==> config.mk <==
export PLATFORM = sky130hd
export DESIGN_NAME = holy_axi_arbiter_flat
export DESIGN_NICKNAME = d
export VERILOG_FILES = /design/src/rtl/holy_core_pkg.sv /design/src/rtl/axi_if.sv /design/src/rtl/holy_axi_burst_checker.sv /design/src/rtl/holy_axi_arbiter.sv /design/src/flat_wrapper.sv
export SDC_FILE = /design/constraint.sdc
export NUM_CORES = 1
export LEC_CHECK = 0
export CORE_AREA = 4 4 193 195
export CTS_CLUSTER_DIAMETER = 60
export CTS_CLUSTER_SIZE = 25
export DETAILED_ROUTE_END_ITERATION = 8
export DIE_AREA = 0 0 197 199
export GPL_TIMING_DRIVEN = 0
export PLACE_DENSITY = 0.51
export SETUP_SLACK_MARGIN = 0.4
export SYNTH_ARGS = -nofsm -noshare
export SYNTH_HDL_FRONTEND = slang
export SYNTH_SLANG_ARGS = --single-unit
==> constraint.sdc <==
create_clock -name clk -period 5.3 [get_ports clk]
set_input_delay 0.53 -clock clk [delete_from_list [all_inputs] [get_ports clk]]
set_output_delay 0.53 -clock clk [all_outputs]
set_load 0.01 [all_outputs]
==> src/rtl/holy_core_pkg.sv <==
// Shared types for the holy core memory subsystem.
//   cache_state_t : cache controller FSM states (IDLE means no bus request)
//   arb_state_t   : AXI arbiter states; the encoding doubles as the owner code
package holy_core_pkg;

  localparam int unsigned AXI_ADDR_W = 32;
  localparam int unsigned AXI_DATA_W = 32;

  typedef enum logic [2:0] {
    IDLE                = 3'd0,
    SENDING_WRITE_REQ   = 3'd1,
    SENDING_WRITE_DATA  = 3'd2,
    WAITING_WRITE_RES   = 3'd3,
    SENDING_READ_REQ    = 3'd4,
    RECEIVING_READ_DATA = 3'd5
  } cache_state_t;

  localparam logic [1:0] OWNER_NONE = 2'b00;
  localparam logic [1:0] OWNER_I    = 2'b01;
  localparam logic [1:0] OWNER_D    = 2'b10;

  typedef enum logic [1:0] {
    ARB_IDLE = OWNER_NONE,
    GRANT_I  = OWNER_I,
    GRANT_D  = OWNER_D
  } arb_state_t;

endpackage

==> src/rtl/axi_if.sv <==
// AXI bundle (AW, W, B, AR, R channels) shared by the caches and the arbiter.
//   master : drives aw*, w*, bready, ar*, rready
//   slave  : drives awready, wready, b*, arready, r* (except rready)
interface axi_if;
  import holy_core_pkg::*;

  logic [AXI_ADDR_W-1:0]   awaddr;
  logic [7:0]              awlen;
  logic                    awvalid;
  logic                    awready;
  logic [AXI_DATA_W-1:0]   wdata;
  logic [AXI_DATA_W/8-1:0] wstrb;
  logic                    wlast;
  logic                    wvalid;
  logic                    wready;
  logic [1:0]              bresp;
  logic                    bvalid;
  logic                    bready;
  logic [AXI_ADDR_W-1:0]   araddr;
  logic [7:0]              arlen;
  logic                    arvalid;
  logic                    arready;
  logic [AXI_DATA_W-1:0]   rdata;
  logic                    rlast;
  logic                    rvalid;
  logic                    rready;

  modport master (
    output awaddr, awlen, awvalid, wdata, wstrb, wlast, wvalid, bready,
           araddr, arlen, arvalid, rready,
    input  awready, wready, bresp, bvalid, arready, rdata, rlast, rvalid
  );

  modport slave (
    input  awaddr, awlen, awvalid, wdata, wstrb, wlast, wvalid, bready,
           araddr, arlen, arvalid, rready,
    output awready, wready, bresp, bvalid, arready, rdata, rlast, rvalid
  );
endinterface

==> src/rtl/holy_axi_burst_checker.sv <==
// Burst-length checker for the shared AXI port.
//   clk, rst_n       : clock, async active-low reset
//   clr              : grant change; restarts both counters
//   r_beat / r_last  : accepted R beat and its rlast
//   w_beat / w_last  : accepted W beat and its wlast
//   axi_err          : sticky; set when a burst is not exactly BURST_LEN beats
module holy_axi_burst_checker #(
  parameter int unsigned BURST_LEN = 128,
  parameter int unsigned CNT_W     = 8
) (
  input  logic clk,
  input  logic rst_n,
  input  logic clr,
  input  logic r_beat,
  input  logic r_last,
  input  logic w_beat,
  input  logic w_last,
  output logic axi_err
);

  localparam logic [CNT_W-1:0] LAST_IDX = CNT_W'(BURST_LEN - 1);

  logic [CNT_W-1:0] r_cnt;
  logic [CNT_W-1:0] w_cnt;
  logic             r_bad;
  logic             w_bad;

  // A beat is wrong if last comes early/late, or the final index passes without last.
  always_comb begin
    r_bad = r_beat && (r_last ? (r_cnt != LAST_IDX) : (r_cnt == LAST_IDX));
    w_bad = w_beat && (w_last ? (w_cnt != LAST_IDX) : (w_cnt == LAST_IDX));
  end

  always_ff @(posedge clk or negedge rst_n) begin
    if (!rst_n) begin
      r_cnt   <= '0;
      w_cnt   <= '0;
      axi_err <= 1'b0;
    end else begin
      if (clr)
        r_cnt <= '0;
      else if (r_beat)
        r_cnt <= r_last ? '0 : r_cnt + CNT_W'(1);

      if (clr)
        w_cnt <= '0;
      else if (w_beat)
        w_cnt <= w_last ? '0 : w_cnt + CNT_W'(1);

      if (r_bad || w_bad)
        axi_err <= 1'b1;
    end
  end

endmodule

==> src/rtl/holy_axi_arbiter.sv <==
// Arbitrates the I-cache and D-cache onto one external AXI port.
//   clk, rst_n     : clock, async active-low reset
//   i/d_cache_state: cache FSM states; != IDLE means requesting
//   s_icache/s_dcache : cache-facing AXI ports
//   m_axi          : shared external AXI port
//   owner          : 00 none, 01 I, 10 D
//   axi_err        : sticky burst-length error
// A grant is held for the whole cache transaction; ties alternate.
module holy_axi_arbiter
  import holy_core_pkg::*;
#(
  parameter int unsigned BURST_LEN = 128,
  parameter int unsigned CNT_W     = 8
) (
  input  logic         clk,
  input  logic         rst_n,
  input  cache_state_t i_cache_state,
  input  cache_state_t d_cache_state,
  axi_if.slave         s_icache,
  axi_if.slave         s_dcache,
  axi_if.master        m_axi,
  output logic [1:0]   owner,
  output logic         axi_err
);

  arb_state_t state_q, state_d;
  logic       last_d_q, last_d_d;  // 1: most recent grant went to D
  logic       i_req, d_req;

  assign i_req = (i_cache_state != IDLE);
  assign d_req = (d_cache_state != IDLE);

  always_ff @(posedge clk or negedge rst_n) begin
    if (!rst_n) begin
      state_q  <= ARB_IDLE;
      last_d_q <= 1'b1;
    end else begin
      state_q  <= state_d;
      last_d_q <= last_d_d;
    end
  end

  always_comb begin
    state_d  = state_q;
    last_d_d = last_d_q;
    case (state_q)
      ARB_IDLE: begin
        if (i_req && (!d_req || last_d_q)) state_d = GRANT_I;
        else if (d_req)                    state_d = GRANT_D;
      end
      GRANT_I: if (!i_req) state_d = d_req ? GRANT_D : ARB_IDLE;
      GRANT_D: if (!d_req) state_d = i_req ? GRANT_I : ARB_IDLE;
      default: state_d = ARB_IDLE;
    endcase
    if (state_d == GRANT_I) last_d_d = 1'b0;
    if (state_d == GRANT_D) last_d_d = 1'b1;
  end

  assign owner = state_q;

  always_comb begin
    m_axi.awaddr  = '0; m_axi.awlen  = '0; m_axi.awvalid = 1'b0;
    m_axi.wdata   = '0; m_axi.wstrb  = '0; m_axi.wlast   = 1'b0;
    m_axi.wvalid  = 1'b0; m_axi.bready = 1'b0;
    m_axi.araddr  = '0; m_axi.arlen  = '0; m_axi.arvalid = 1'b0;
    m_axi.rready  = 1'b0;
    s_icache.awready = 1'b0; s_icache.wready = 1'b0; s_icache.bvalid = 1'b0;
    s_icache.bresp   = '0;   s_icache.arready = 1'b0; s_icache.rvalid = 1'b0;
    s_icache.rdata   = '0;   s_icache.rlast  = 1'b0;
    s_dcache.awready = 1'b0; s_dcache.wready = 1'b0; s_dcache.bvalid = 1'b0;
    s_dcache.bresp   = '0;   s_dcache.arready = 1'b0; s_dcache.rvalid = 1'b0;
    s_dcache.rdata   = '0;   s_dcache.rlast  = 1'b0;
    case (state_q)
      GRANT_I: begin
        m_axi.awaddr  = s_icache.awaddr;  m_axi.awlen   = s_icache.awlen;
        m_axi.awvalid = s_icache.awvalid; m_axi.wdata   = s_icache.wdata;
        m_axi.wstrb   = s_icache.wstrb;   m_axi.wlast   = s_icache.wlast;
        m_axi.wvalid  = s_icache.wvalid;  m_axi.bready  = s_icache.bready;
        m_axi.araddr  = s_icache.araddr;  m_axi.arlen   = s_icache.arlen;
        m_axi.arvalid = s_icache.arvalid; m_axi.rready  = s_icache.rready;
        s_icache.awready = m_axi.awready; s_icache.wready  = m_axi.wready;
        s_icache.bvalid  = m_axi.bvalid;  s_icache.bresp   = m_axi.bresp;
        s_icache.arready = m_axi.arready; s_icache.rvalid  = m_axi.rvalid;
        s_icache.rdata   = m_axi.rdata;   s_icache.rlast   = m_axi.rlast;
      end
      GRANT_D: begin
        m_axi.awaddr  = s_dcache.awaddr;  m_axi.awlen   = s_dcache.awlen;
        m_axi.awvalid = s_dcache.awvalid; m_axi.wdata   = s_dcache.wdata;
        m_axi.wstrb   = s_dcache.wstrb;   m_axi.wlast   = s_dcache.wlast;
        m_axi.wvalid  = s_dcache.wvalid;  m_axi.bready  = s_dcache.bready;
        m_axi.araddr  = s_dcache.araddr;  m_axi.arlen   = s_dcache.arlen;
        m_axi.arvalid = s_dcache.arvalid; m_axi.rready  = s_dcache.rready;
        s_dcache.awready = m_axi.awready; s_dcache.wready  = m_axi.wready;
        s_dcache.bvalid  = m_axi.bvalid;  s_dcache.bresp   = m_axi.bresp;
        s_dcache.arready = m_axi.arready; s_dcache.rvalid  = m_axi.rvalid;
        s_dcache.rdata   = m_axi.rdata;   s_dcache.rlast   = m_axi.rlast;
      end
      default: ;
    endcase
  end

  holy_axi_burst_checker #(
    .BURST_LEN (BURST_LEN),
    .CNT_W     (CNT_W)
  ) u_checker (
    .clk     (clk),
    .rst_n   (rst_n),
    .clr     (state_d != state_q),
    .r_beat  (m_axi.rvalid & m_axi.rready),
    .r_last  (m_axi.rlast),
    .w_beat  (m_axi.wvalid & m_axi.wready),
    .w_last  (m_axi.wlast),
    .axi_err (axi_err)
  );

endmodule

==> src/flat_wrapper.sv <==
// flat-port wrapper written by rule: the top's interface ports become plain ports
module holy_axi_arbiter_flat import holy_core_pkg::*;
#(
  parameter int unsigned BURST_LEN = 128,
  parameter int unsigned CNT_W     = 8
)
  (clk, rst_n, i_cache_state, d_cache_state, owner, axi_err, s_icache_awaddr, s_icache_awlen, s_icache_awvalid, s_icache_wdata, s_icache_wstrb, s_icache_wlast, s_icache_wvalid, s_icache_bready, s_icache_araddr, s_icache_arlen, s_icache_arvalid, s_icache_rready, s_icache_awready, s_icache_wready, s_icache_bresp, s_icache_bvalid, s_icache_arready, s_icache_rdata, s_icache_rlast, s_icache_rvalid, s_dcache_awaddr, s_dcache_awlen, s_dcache_awvalid, s_dcache_wdata, s_dcache_wstrb, s_dcache_wlast, s_dcache_wvalid, s_dcache_bready, s_dcache_araddr, s_dcache_arlen, s_dcache_arvalid, s_dcache_rready, s_dcache_awready, s_dcache_wready, s_dcache_bresp, s_dcache_bvalid, s_dcache_arready, s_dcache_rdata, s_dcache_rlast, s_dcache_rvalid, m_axi_awaddr, m_axi_awlen, m_axi_awvalid, m_axi_wdata, m_axi_wstrb, m_axi_wlast, m_axi_wvalid, m_axi_bready, m_axi_araddr, m_axi_arlen, m_axi_arvalid, m_axi_rready, m_axi_awready, m_axi_wready, m_axi_bresp, m_axi_bvalid, m_axi_arready, m_axi_rdata, m_axi_rlast, m_axi_rvalid);
  axi_if s_icache_i ();
  axi_if s_dcache_i ();
  axi_if m_axi_i ();
  input  logic clk;
  input  logic rst_n;
  input  cache_state_t i_cache_state;
  input  cache_state_t d_cache_state;
  output logic [1:0] owner;
  output logic axi_err;
  input wire logic [$bits(s_icache_i.awaddr)-1:0] s_icache_awaddr;
  input wire logic [$bits(s_icache_i.awlen)-1:0] s_icache_awlen;
  input wire logic [$bits(s_icache_i.awvalid)-1:0] s_icache_awvalid;
  input wire logic [$bits(s_icache_i.wdata)-1:0] s_icache_wdata;
  input wire logic [$bits(s_icache_i.wstrb)-1:0] s_icache_wstrb;
  input wire logic [$bits(s_icache_i.wlast)-1:0] s_icache_wlast;
  input wire logic [$bits(s_icache_i.wvalid)-1:0] s_icache_wvalid;
  input wire logic [$bits(s_icache_i.bready)-1:0] s_icache_bready;
  input wire logic [$bits(s_icache_i.araddr)-1:0] s_icache_araddr;
  input wire logic [$bits(s_icache_i.arlen)-1:0] s_icache_arlen;
  input wire logic [$bits(s_icache_i.arvalid)-1:0] s_icache_arvalid;
  input wire logic [$bits(s_icache_i.rready)-1:0] s_icache_rready;
  output wire logic [$bits(s_icache_i.awready)-1:0] s_icache_awready;
  output wire logic [$bits(s_icache_i.wready)-1:0] s_icache_wready;
  output wire logic [$bits(s_icache_i.bresp)-1:0] s_icache_bresp;
  output wire logic [$bits(s_icache_i.bvalid)-1:0] s_icache_bvalid;
  output wire logic [$bits(s_icache_i.arready)-1:0] s_icache_arready;
  output wire logic [$bits(s_icache_i.rdata)-1:0] s_icache_rdata;
  output wire logic [$bits(s_icache_i.rlast)-1:0] s_icache_rlast;
  output wire logic [$bits(s_icache_i.rvalid)-1:0] s_icache_rvalid;
  input wire logic [$bits(s_dcache_i.awaddr)-1:0] s_dcache_awaddr;
  input wire logic [$bits(s_dcache_i.awlen)-1:0] s_dcache_awlen;
  input wire logic [$bits(s_dcache_i.awvalid)-1:0] s_dcache_awvalid;
  input wire logic [$bits(s_dcache_i.wdata)-1:0] s_dcache_wdata;
  input wire logic [$bits(s_dcache_i.wstrb)-1:0] s_dcache_wstrb;
  input wire logic [$bits(s_dcache_i.wlast)-1:0] s_dcache_wlast;
  input wire logic [$bits(s_dcache_i.wvalid)-1:0] s_dcache_wvalid;
  input wire logic [$bits(s_dcache_i.bready)-1:0] s_dcache_bready;
  input wire logic [$bits(s_dcache_i.araddr)-1:0] s_dcache_araddr;
  input wire logic [$bits(s_dcache_i.arlen)-1:0] s_dcache_arlen;
  input wire logic [$bits(s_dcache_i.arvalid)-1:0] s_dcache_arvalid;
  input wire logic [$bits(s_dcache_i.rready)-1:0] s_dcache_rready;
  output wire logic [$bits(s_dcache_i.awready)-1:0] s_dcache_awready;
  output wire logic [$bits(s_dcache_i.wready)-1:0] s_dcache_wready;
  output wire logic [$bits(s_dcache_i.bresp)-1:0] s_dcache_bresp;
  output wire logic [$bits(s_dcache_i.bvalid)-1:0] s_dcache_bvalid;
  output wire logic [$bits(s_dcache_i.arready)-1:0] s_dcache_arready;
  output wire logic [$bits(s_dcache_i.rdata)-1:0] s_dcache_rdata;
  output wire logic [$bits(s_dcache_i.rlast)-1:0] s_dcache_rlast;
  output wire logic [$bits(s_dcache_i.rvalid)-1:0] s_dcache_rvalid;
  output wire logic [$bits(m_axi_i.awaddr)-1:0] m_axi_awaddr;
  output wire logic [$bits(m_axi_i.awlen)-1:0] m_axi_awlen;
  output wire logic [$bits(m_axi_i.awvalid)-1:0] m_axi_awvalid;
  output wire logic [$bits(m_axi_i.wdata)-1:0] m_axi_wdata;
  output wire logic [$bits(m_axi_i.wstrb)-1:0] m_axi_wstrb;
  output wire logic [$bits(m_axi_i.wlast)-1:0] m_axi_wlast;
  output wire logic [$bits(m_axi_i.wvalid)-1:0] m_axi_wvalid;
  output wire logic [$bits(m_axi_i.bready)-1:0] m_axi_bready;
  output wire logic [$bits(m_axi_i.araddr)-1:0] m_axi_araddr;
  output wire logic [$bits(m_axi_i.arlen)-1:0] m_axi_arlen;
  output wire logic [$bits(m_axi_i.arvalid)-1:0] m_axi_arvalid;
  output wire logic [$bits(m_axi_i.rready)-1:0] m_axi_rready;
  input wire logic [$bits(m_axi_i.awready)-1:0] m_axi_awready;
  input wire logic [$bits(m_axi_i.wready)-1:0] m_axi_wready;
  input wire logic [$bits(m_axi_i.bresp)-1:0] m_axi_bresp;
  input wire logic [$bits(m_axi_i.bvalid)-1:0] m_axi_bvalid;
  input wire logic [$bits(m_axi_i.arready)-1:0] m_axi_arready;
  input wire logic [$bits(m_axi_i.rdata)-1:0] m_axi_rdata;
  input wire logic [$bits(m_axi_i.rlast)-1:0] m_axi_rlast;
  input wire logic [$bits(m_axi_i.rvalid)-1:0] m_axi_rvalid;
  assign s_icache_i.awaddr = s_icache_awaddr;
  assign s_icache_i.awlen = s_icache_awlen;
  assign s_icache_i.awvalid = s_icache_awvalid;
  assign s_icache_i.wdata = s_icache_wdata;
  assign s_icache_i.wstrb = s_icache_wstrb;
  assign s_icache_i.wlast = s_icache_wlast;
  assign s_icache_i.wvalid = s_icache_wvalid;
  assign s_icache_i.bready = s_icache_bready;
  assign s_icache_i.araddr = s_icache_araddr;
  assign s_icache_i.arlen = s_icache_arlen;
  assign s_icache_i.arvalid = s_icache_arvalid;
  assign s_icache_i.rready = s_icache_rready;
  assign s_icache_awready = s_icache_i.awready;
  assign s_icache_wready = s_icache_i.wready;
  assign s_icache_bresp = s_icache_i.bresp;
  assign s_icache_bvalid = s_icache_i.bvalid;
  assign s_icache_arready = s_icache_i.arready;
  assign s_icache_rdata = s_icache_i.rdata;
  assign s_icache_rlast = s_icache_i.rlast;
  assign s_icache_rvalid = s_icache_i.rvalid;
  assign s_dcache_i.awaddr = s_dcache_awaddr;
  assign s_dcache_i.awlen = s_dcache_awlen;
  assign s_dcache_i.awvalid = s_dcache_awvalid;
  assign s_dcache_i.wdata = s_dcache_wdata;
  assign s_dcache_i.wstrb = s_dcache_wstrb;
  assign s_dcache_i.wlast = s_dcache_wlast;
  assign s_dcache_i.wvalid = s_dcache_wvalid;
  assign s_dcache_i.bready = s_dcache_bready;
  assign s_dcache_i.araddr = s_dcache_araddr;
  assign s_dcache_i.arlen = s_dcache_arlen;
  assign s_dcache_i.arvalid = s_dcache_arvalid;
  assign s_dcache_i.rready = s_dcache_rready;
  assign s_dcache_awready = s_dcache_i.awready;
  assign s_dcache_wready = s_dcache_i.wready;
  assign s_dcache_bresp = s_dcache_i.bresp;
  assign s_dcache_bvalid = s_dcache_i.bvalid;
  assign s_dcache_arready = s_dcache_i.arready;
  assign s_dcache_rdata = s_dcache_i.rdata;
  assign s_dcache_rlast = s_dcache_i.rlast;
  assign s_dcache_rvalid = s_dcache_i.rvalid;
  assign m_axi_awaddr = m_axi_i.awaddr;
  assign m_axi_awlen = m_axi_i.awlen;
  assign m_axi_awvalid = m_axi_i.awvalid;
  assign m_axi_wdata = m_axi_i.wdata;
  assign m_axi_wstrb = m_axi_i.wstrb;
  assign m_axi_wlast = m_axi_i.wlast;
  assign m_axi_wvalid = m_axi_i.wvalid;
  assign m_axi_bready = m_axi_i.bready;
  assign m_axi_araddr = m_axi_i.araddr;
  assign m_axi_arlen = m_axi_i.arlen;
  assign m_axi_arvalid = m_axi_i.arvalid;
  assign m_axi_rready = m_axi_i.rready;
  assign m_axi_i.awready = m_axi_awready;
  assign m_axi_i.wready = m_axi_wready;
  assign m_axi_i.bresp = m_axi_bresp;
  assign m_axi_i.bvalid = m_axi_bvalid;
  assign m_axi_i.arready = m_axi_arready;
  assign m_axi_i.rdata = m_axi_rdata;
  assign m_axi_i.rlast = m_axi_rlast;
  assign m_axi_i.rvalid = m_axi_rvalid;
  holy_axi_arbiter #(.BURST_LEN(BURST_LEN), .CNT_W(CNT_W)) u_core (.clk(clk), .rst_n(rst_n), .i_cache_state(i_cache_state), .d_cache_state(d_cache_state), .s_icache(s_icache_i), .s_dcache(s_dcache_i), .m_axi(m_axi_i), .owner(owner), .axi_err(axi_err));
endmodule
==> results.py, run 1 <==
metrics = {
    "timing": {
        "finalSetupTns_ns": 0,
        "slew_headroom": 0.303,
        "fin_crit_sh": 0.816,
        "rsz0062_at_grt": "no",
        "clock-skew-final_ns": 0.00329,
        "setup_viol": 0,
        "period_needed_ns": 4.32,
        "worst_slew_pin_slew_ns": 1.05,
        "drv_slew": 0,
        "hold_viol_final": 0,
        "timing.hold.ws_ns": 0.500,
        "fmax_mhz": 231,
    },
    "clock_network": {
        "clk_latency_ns": 0.25,
        "clkTransAtPathRegs_ns": 0.06,
        "clkSinkCount": 20,
        "cts_hold_buf": 0,
        "cts_buffer_depth": 2,
        "cts_resized": 0,
        "htree_levels": 1,
        "cts-root-buf": "clkbuf_16",
        "numCtsBuffers": 3,
        "post-cts-setup-buffers": 0,
        "cts_tree": "built",
    },
    "routing": {
        "first_pass_iters": 4,
        "vias": 6135,
        "routed_wl_um": 31800,
        "wire_per_inst_um": 21.3,
        "ant_nets": 0,
        "first_iter_violations": 319,
        "drc": 0,
        "viasPerCell": 4.11,
    },
    "critical_path": {
        "cp_common_cell": "clkbuf_1",
        "worstSetupPathType": "reg2out",
        "crit_chain": "inv_1 > ha_1 > clkbuf_1 > clkbuf_1 > clkbuf_1 > a22oi_1 > nor2b_1 > clkdlybuf4s50_1",
        "cp-end-kind": "output port",
        "required_ns": 4.77,
        "cp_max_fo": 10,
        "worstPathArrival_ns": 3.79,
        "cp_slowest_cell": "clkbuf_1",
        "r2r_cells": 9,
        "startpoint_type": "register",
        "critPathMaxStageDelay_ns": 0.67,
    },
    "synthesis": {
        "syn_avg_cell_area_sq_um": 7.32,
        "yosys-top-cells-count": "121 x a22oi_1, 119 x nor2b_1, 83 x and2_1",
        "ys_async_sr_fraction": 1.00,
        "synthFlopType": "dfrtp_1",
        "synth.cell_area_sq_um": 3830,
        "synth-seq-area-share": 0.131,
        "synth_edf_count": 0,
        "synthesis.nets": 823,
        "yosysTopAreaCell": "a22oi_1",
        "yosysTopAreaCellShare": 0.237,
        "synth.distinct_cells": 52,
        "ys_ff_latch": 20,
        "synthMostInstantiatedCell": "a22oi_1",
        "synth_cells": 524,
        "ys_top_cells_by_area": "a22oi_1 24%, nor2b_1 19%, and2_1 14%, dfrtp_1 12%, clkbuf_1 4.4%",
        "ys_warn_count": 0,
    },
    "placement": {
        "globalplace.congestion": 0.876,
        "io_buffers": 496,
        "dp_hpwl_um": 27400,
    },
    "outcome": {
        "run_status": "complete, no violations",
    },
    "cells_and_area": {
        "drive_gt1_frac": 0.0361,
        "fillCellCount": 3837,
        "multi_input_area_sq_um": 3080,
        "area.growth.synth_to_final_pct": 147,
        "fin_util": 0.268,
        "fin_nets": 1324,
        "seq_area_sq_um": 502,
    },
    "global_route": {
        "grt-ovfl-total": 0,
        "antenna_found_initial": 14,
        "grt_max_degree": 21,
        "track_usage": 0.146,
        "grt_pass1_vias": 6327,
        "grt_pass1_wl_um": 43600,
    },
    "floorplan": {
        "dieWidth_um": 197,
        "fp.dieArea_sq_um": 39200,
        "rows": 69,
        "core-area_sq_um": 35400,
        "die_h_um": 199,
        "start_util": 0.108,
        "boundaryPins": 497,
    },
    "min_path": {
        "hold_path.class": "reg2reg",
        "min_path_cells": 1,
    },
    "power": {
        "power_mw": 3.80,
        "p_per_area_nw_per_um2": 401,
        "leakagePower_nw": 3.20,
        "vdd_drop_max_mv": 0.145,
    },
    "flow_run": {
        "max_cap_viol_count": 0,
    },
}
[worst paths after layout]
| check | start | endpoint | slack [ns] |
|---|---|---|---|
| worst min-delay path | u_core.u_checker.axi_err | u_core.u_checker.axi_err | 0.50 |
| worst max register to register | u_core.owner[1] | u_core.last_d_q | 1.77 |
| worst min register to register | u_core.u_checker.axi_err | u_core.u_checker.axi_err | 0.50 |
| max in group asynchronous | rst_n | u_core.owner[1] | 3.92 |
| worst max-delay path | u_core.owner[1] | m_axi_arlen[1] | 0.98 |
| min in group asynchronous | rst_n | u_core.u_checker.axi_err | 0.80 |
[kinds of logic (layout without fill, tap and decap cells)]
kind of cell / after synthesis / count (layout) / share of synthesized area
adder cells (fa/ha/maj): 7 / 7 / 0.0228
multiplexers: 2 / 2 / 0.00555
AO/OA/AOI/OAI: 167 / 167 / 0.316
XOR/XNOR: 4 / 4 / 0.00914
AND/OR/NAND/NOR: 266 / 266 / 0.450
other: 0 / 7 / 0
buffers and inverters: 58 / 558 / 0.0656
flip-flops: 20 / 20 / 0.131
[power by group]
part           leakage, nW  internal, mW  switching, mW  total [mW]
sequential           0.269         0.174         0.0247       0.199
combinational         2.88          1.70           1.73        3.43
clock               0.0442         0.115         0.0590       0.174
total                 3.20          1.98           1.82        3.80
[sequential cells by signal, indices dropped and copies added (netlist names)]
register	count
u_core.last_d_q	1
u_core.owner	2
u_core.u_checker.axi_err	1
u_core.u_checker.r_cnt	8
u_core.u_checker.w_cnt	8
[layout make-up]
| class | instances | area share |
|---|---|---|
| Clock buffer | 4 | 0.00937 |
| Timing Repair Buffer | 496 | 0.524 |
| Sequential cell | 20 | 0.0529 |
| Multi-Input combinational cell | 446 | 0.325 |
| Tap cell | 461 | 0.0608 |
| Inverter | 4 | 0.00158 |
| Antenna cell | 7 | 0.00185 |
| Buffer | 54 | 0.0249 |
[per-layer routing]
metal / share of wire / vias to the layer above / global-route usage / wire length (um)
li1: - / 2914 / - / -
met1: 0.42 / 2893 / 0.195 / 13500
met2: 0.46 / 293 / 0.239 / 14800
met3: 0.096 / 27 / 0.0461 / 3050
met4: 0.013 / 8 / 0.0216 / 425
met5: 0.0018 / - / 0 / 56
[metrics by stage]
stage | area [sq um] | worst slack (ns) | instances
floorplan | 3830 | 2.82 | 524
global placement | 9380 | 0.967 | 1481
detailed placement | 9380 | 0.985 | 1481
CTS | 9460 | 0.701 | 1485
global route | 9470 | 0.557 | 1488
finish | 9480 | 0.977 | 1492
[cell usage in the layout, fill, tap and decap left out, types with 3 or more instances in the layout]
master             n
buf_1              4
and2_1            83
a31oi_1            3
clkbuf_1          45
diode_2            7
nor2_1            10
nand2_1            7
nor3b_1            3
nor3_2            11
a211oi_1           4
nor3_1             3
nor4b_2            3
o21ai_0           12
inv_1              4
nand3_1            7
a21oi_1           12
clkbuf_16          3
dfrtp_1           19
nor2b_1          119
ha_1               7
and3_1             5
clkdlybuf4s50_1  496
a22o_1             3
a22oi_1          121
[critical path, delay by kind of cell (launching register included)]
family	cells	cell delay, ns
and+or+nand+nor	1	0.17
AOI/OAI and AO/OA	1	0.27
DFF	1	0.45
buffers and inverters	5	2.40
adders and majority gates	1	0.25
No activity file was read; power rests on OpenSTA's default activity.
==> inputs of run 2 (changes only) <==
CORE_AREA = 4 4 189 191   (was 4 4 193 195)
DIE_AREA = 0 0 193 195   (was 0 0 197 199)
PLACE_DENSITY = 0.52   (was 0.51)
clock period = 4 ns   (was 5.3 ns; I/O delays follow)
==> results.py, run 2 (synthesis results as in run 1) <==
metrics = {
    "outcome": {
        "run_status": "complete, no violations",
    },
    "critical_path": {
        "r2r_cells": 8,
        "worstSetupPathType": "reg2out",
        "cp_max_fo": 10,
        "startpoint_type": "register",
        "worstPathArrival_ns": 3.04,
        "regToRegStartpoint": "u_core.owner[0]",
        "cp-end-kind": "output port",
        "crit_start": "u_core.owner[1]",
        "required_ns": 3.60,
        "r2r-end": "u_core.last_d_q",
        "rrSetupSlack_ns": 1.22,
    },
    "floorplan": {
        "die_h_um": 195,
        "dieWidth_um": 193,
        "fp.dieArea_sq_um": 37600,
        "rows": 68,
        "core-area_sq_um": 34100,
        "start_util": 0.112,
        "boundaryPins": 497,
    },
    "global_route": {
        "grt_max_degree": 21,
        "grt_pass1_wl_um": 44000,
        "grt_pass1_vias": 6114,
        "antenna_found_initial": 14,
        "grt-ovfl-total": 0,
        "track_usage": 0.157,
    },
    "routing": {
        "drc": 0,
        "first_pass_iters": 4,
        "wire_per_inst_um": 21.9,
        "first_iter_violations": 222,
        "ant_nets": 0,
        "viasPerCell": 4.10,
        "vias": 6087,
        "routed_wl_um": 32500,
    },
    "clock_network": {
        "cts-root-buf": "clkbuf_16",
        "cts_hold_buf": 0,
        "post-cts-setup-buffers": 0,
        "htree_levels": 1,
        "cts_tree": "built",
        "clkTransAtPathRegs_ns": 0.06,
        "clkSinkCount": 20,
        "clk_latency_ns": 0.26,
        "numCtsBuffers": 3,
        "cts_buffer_depth": 2,
    },
    "cells_and_area": {
        "seq_area_sq_um": 502,
        "final_cells": 1485,
        "final_cell_mix": "496 x clkdlybuf4s50_1, 121 x a22oi_1, 118 x nor2b_1",
        "fin_nets": 1324,
        "stdcell_area_sq_um": 9530,
        "final_common_cell": "clkdlybuf4s50_1",
        "drive_gt1_frac": 0.0576,
        "area.growth.synth_to_final_pct": 149,
        "fillCellCount": 3746,
        "multi_input_area_sq_um": 3080,
    },
    "timing": {
        "fmax_mhz": 291,
        "drv_slew": 0,
        "clock-skew-final_ns": 0.00200,
        "period_needed_ns": 3.44,
        "rsz0062_at_grt": "yes",
        "hold_viol_final": 0,
        "fin_crit_sh": 0.859,
        "setup_viol": 0,
        "worst_slew_pin_slew_ns": 0.998,
        "slew_headroom": 0.333,
    },
    "power": {
        "p_per_area_nw_per_um2": 537,
        "vdd_drop_max_mv": 0.233,
        "p_sw_mw": 2.40,
        "p_sw_frac": 0.469,
        "p_int_mw": 2.72,
        "p_clk_frac": 0.056,
        "leakagePower_nw": 3.27,
        "pwr-share-seq": 0.051,
        "p_comb_frac": 0.893,
    },
    "min_path": {
        "worstHoldStart": "u_core.u_checker.axi_err",
        "holdPathEnd": "u_core.u_checker.axi_err",
        "hold_path.class": "reg2reg",
        "min_path_cells": 1,
    },
    "flow_run": {
        "max_cap_viol_count": 0,
    },
    "placement": {
        "dp_hpwl_um": 28000,
        "dp.cells": 1475,
        "io_buffers": 496,
        "globalplace.congestion": 0.879,
        "placed_area_sq_um": 9370,
    },
}
run 2: cell count changes in the layout (fill, tap and decap cells not counted), sizes merged:
| cell | change |
|---|---|
| buf | -2 |
| bufinv | +1 |
| clkbuf | +1 |
| diode | -1 |
run 2: worst max-delay path by stage:
stage	cells past startpoint	slack (ns)	endpoint
4_1_cts	8	0.40	m_axi_awaddr[11]
2_1_floorplan	9	1.54	u_core.last_d_q
6_report	7	0.56	m_axi_awvalid
3_3_place_gp	8	-0.04	m_axi_araddr[14]
3_5_place_dp	8	-0.13	m_axi_araddr[14]
5_1_grt	8	0.38	m_axi_awaddr[11]
run 2: final cells by class:
type / instances / share of cell area
Buffer: 54 / 0.0289
Multi-Input combinational cell: 446 / 0.324
Tap cell: 455 / 0.0597
Timing Repair Buffer: 496 / 0.521
Antenna cell: 6 / 0.00158
Sequential cell: 20 / 0.0527
Clock inverter: 1 / 0.00315
Clock buffer: 3 / 0.00788
Inverter: 4 / 0.00158
run 2: stage by stage:
stage               utilization  power [mW]  hold WS [ns]  TNS, ns  setup WS (ns)
finish                    0.279        5.12         0.513        0          0.563
CTS                       0.278        5.16         0.516        0          0.404
global route              0.279        5.49         0.542        0          0.379
detailed placement        0.275        4.83         0.488    -1.14         -0.134
floorplan                     -        2.42         0.104        0           1.54
global placement          0.275        4.83         0.469   -0.108        -0.0422
run 2: what timing repair did:
action	4_1_cts	5_1_grt
resized for setup	18	15
endpoints found under the setup margin	201	52
hold endpoints to repair	0	0
run 2: metal layers:
layer | share of wire | GRT usage | routed length, um
met5 | 0.0016 | 0 | 52
met4 | 0.011 | 0.0302 | 354
met3 | 0.11 | 0.0504 | 3470
met2 | 0.49 | 0.266 | 15800
met1 | 0.39 | 0.195 | 12800
run 2: power by group through the flow:
stage / Clock [mW] / Combinational (mW) / Sequential (mW)
CTS: 0.287 / 4.61 / 0.263
floorplan: 0 / 2.16 / 0.265
global placement: 0 / 4.56 / 0.265
global route: 0.293 / 4.92 / 0.267
detailed placement: 0 / 4.56 / 0.266
finish: 0.285 / 4.57 / 0.263
run 2: worst max-delay path, cell delays in order (launching register included):
cell             delay (ns)
dfrtp_1                0.47
inv_1                  0.14
ha_1                   0.29
clkbuf_2               0.26
clkbuf_2               0.32
clkbuf_4               0.33
nor2b_1                0.34
clkdlybuf4s50_1        0.62
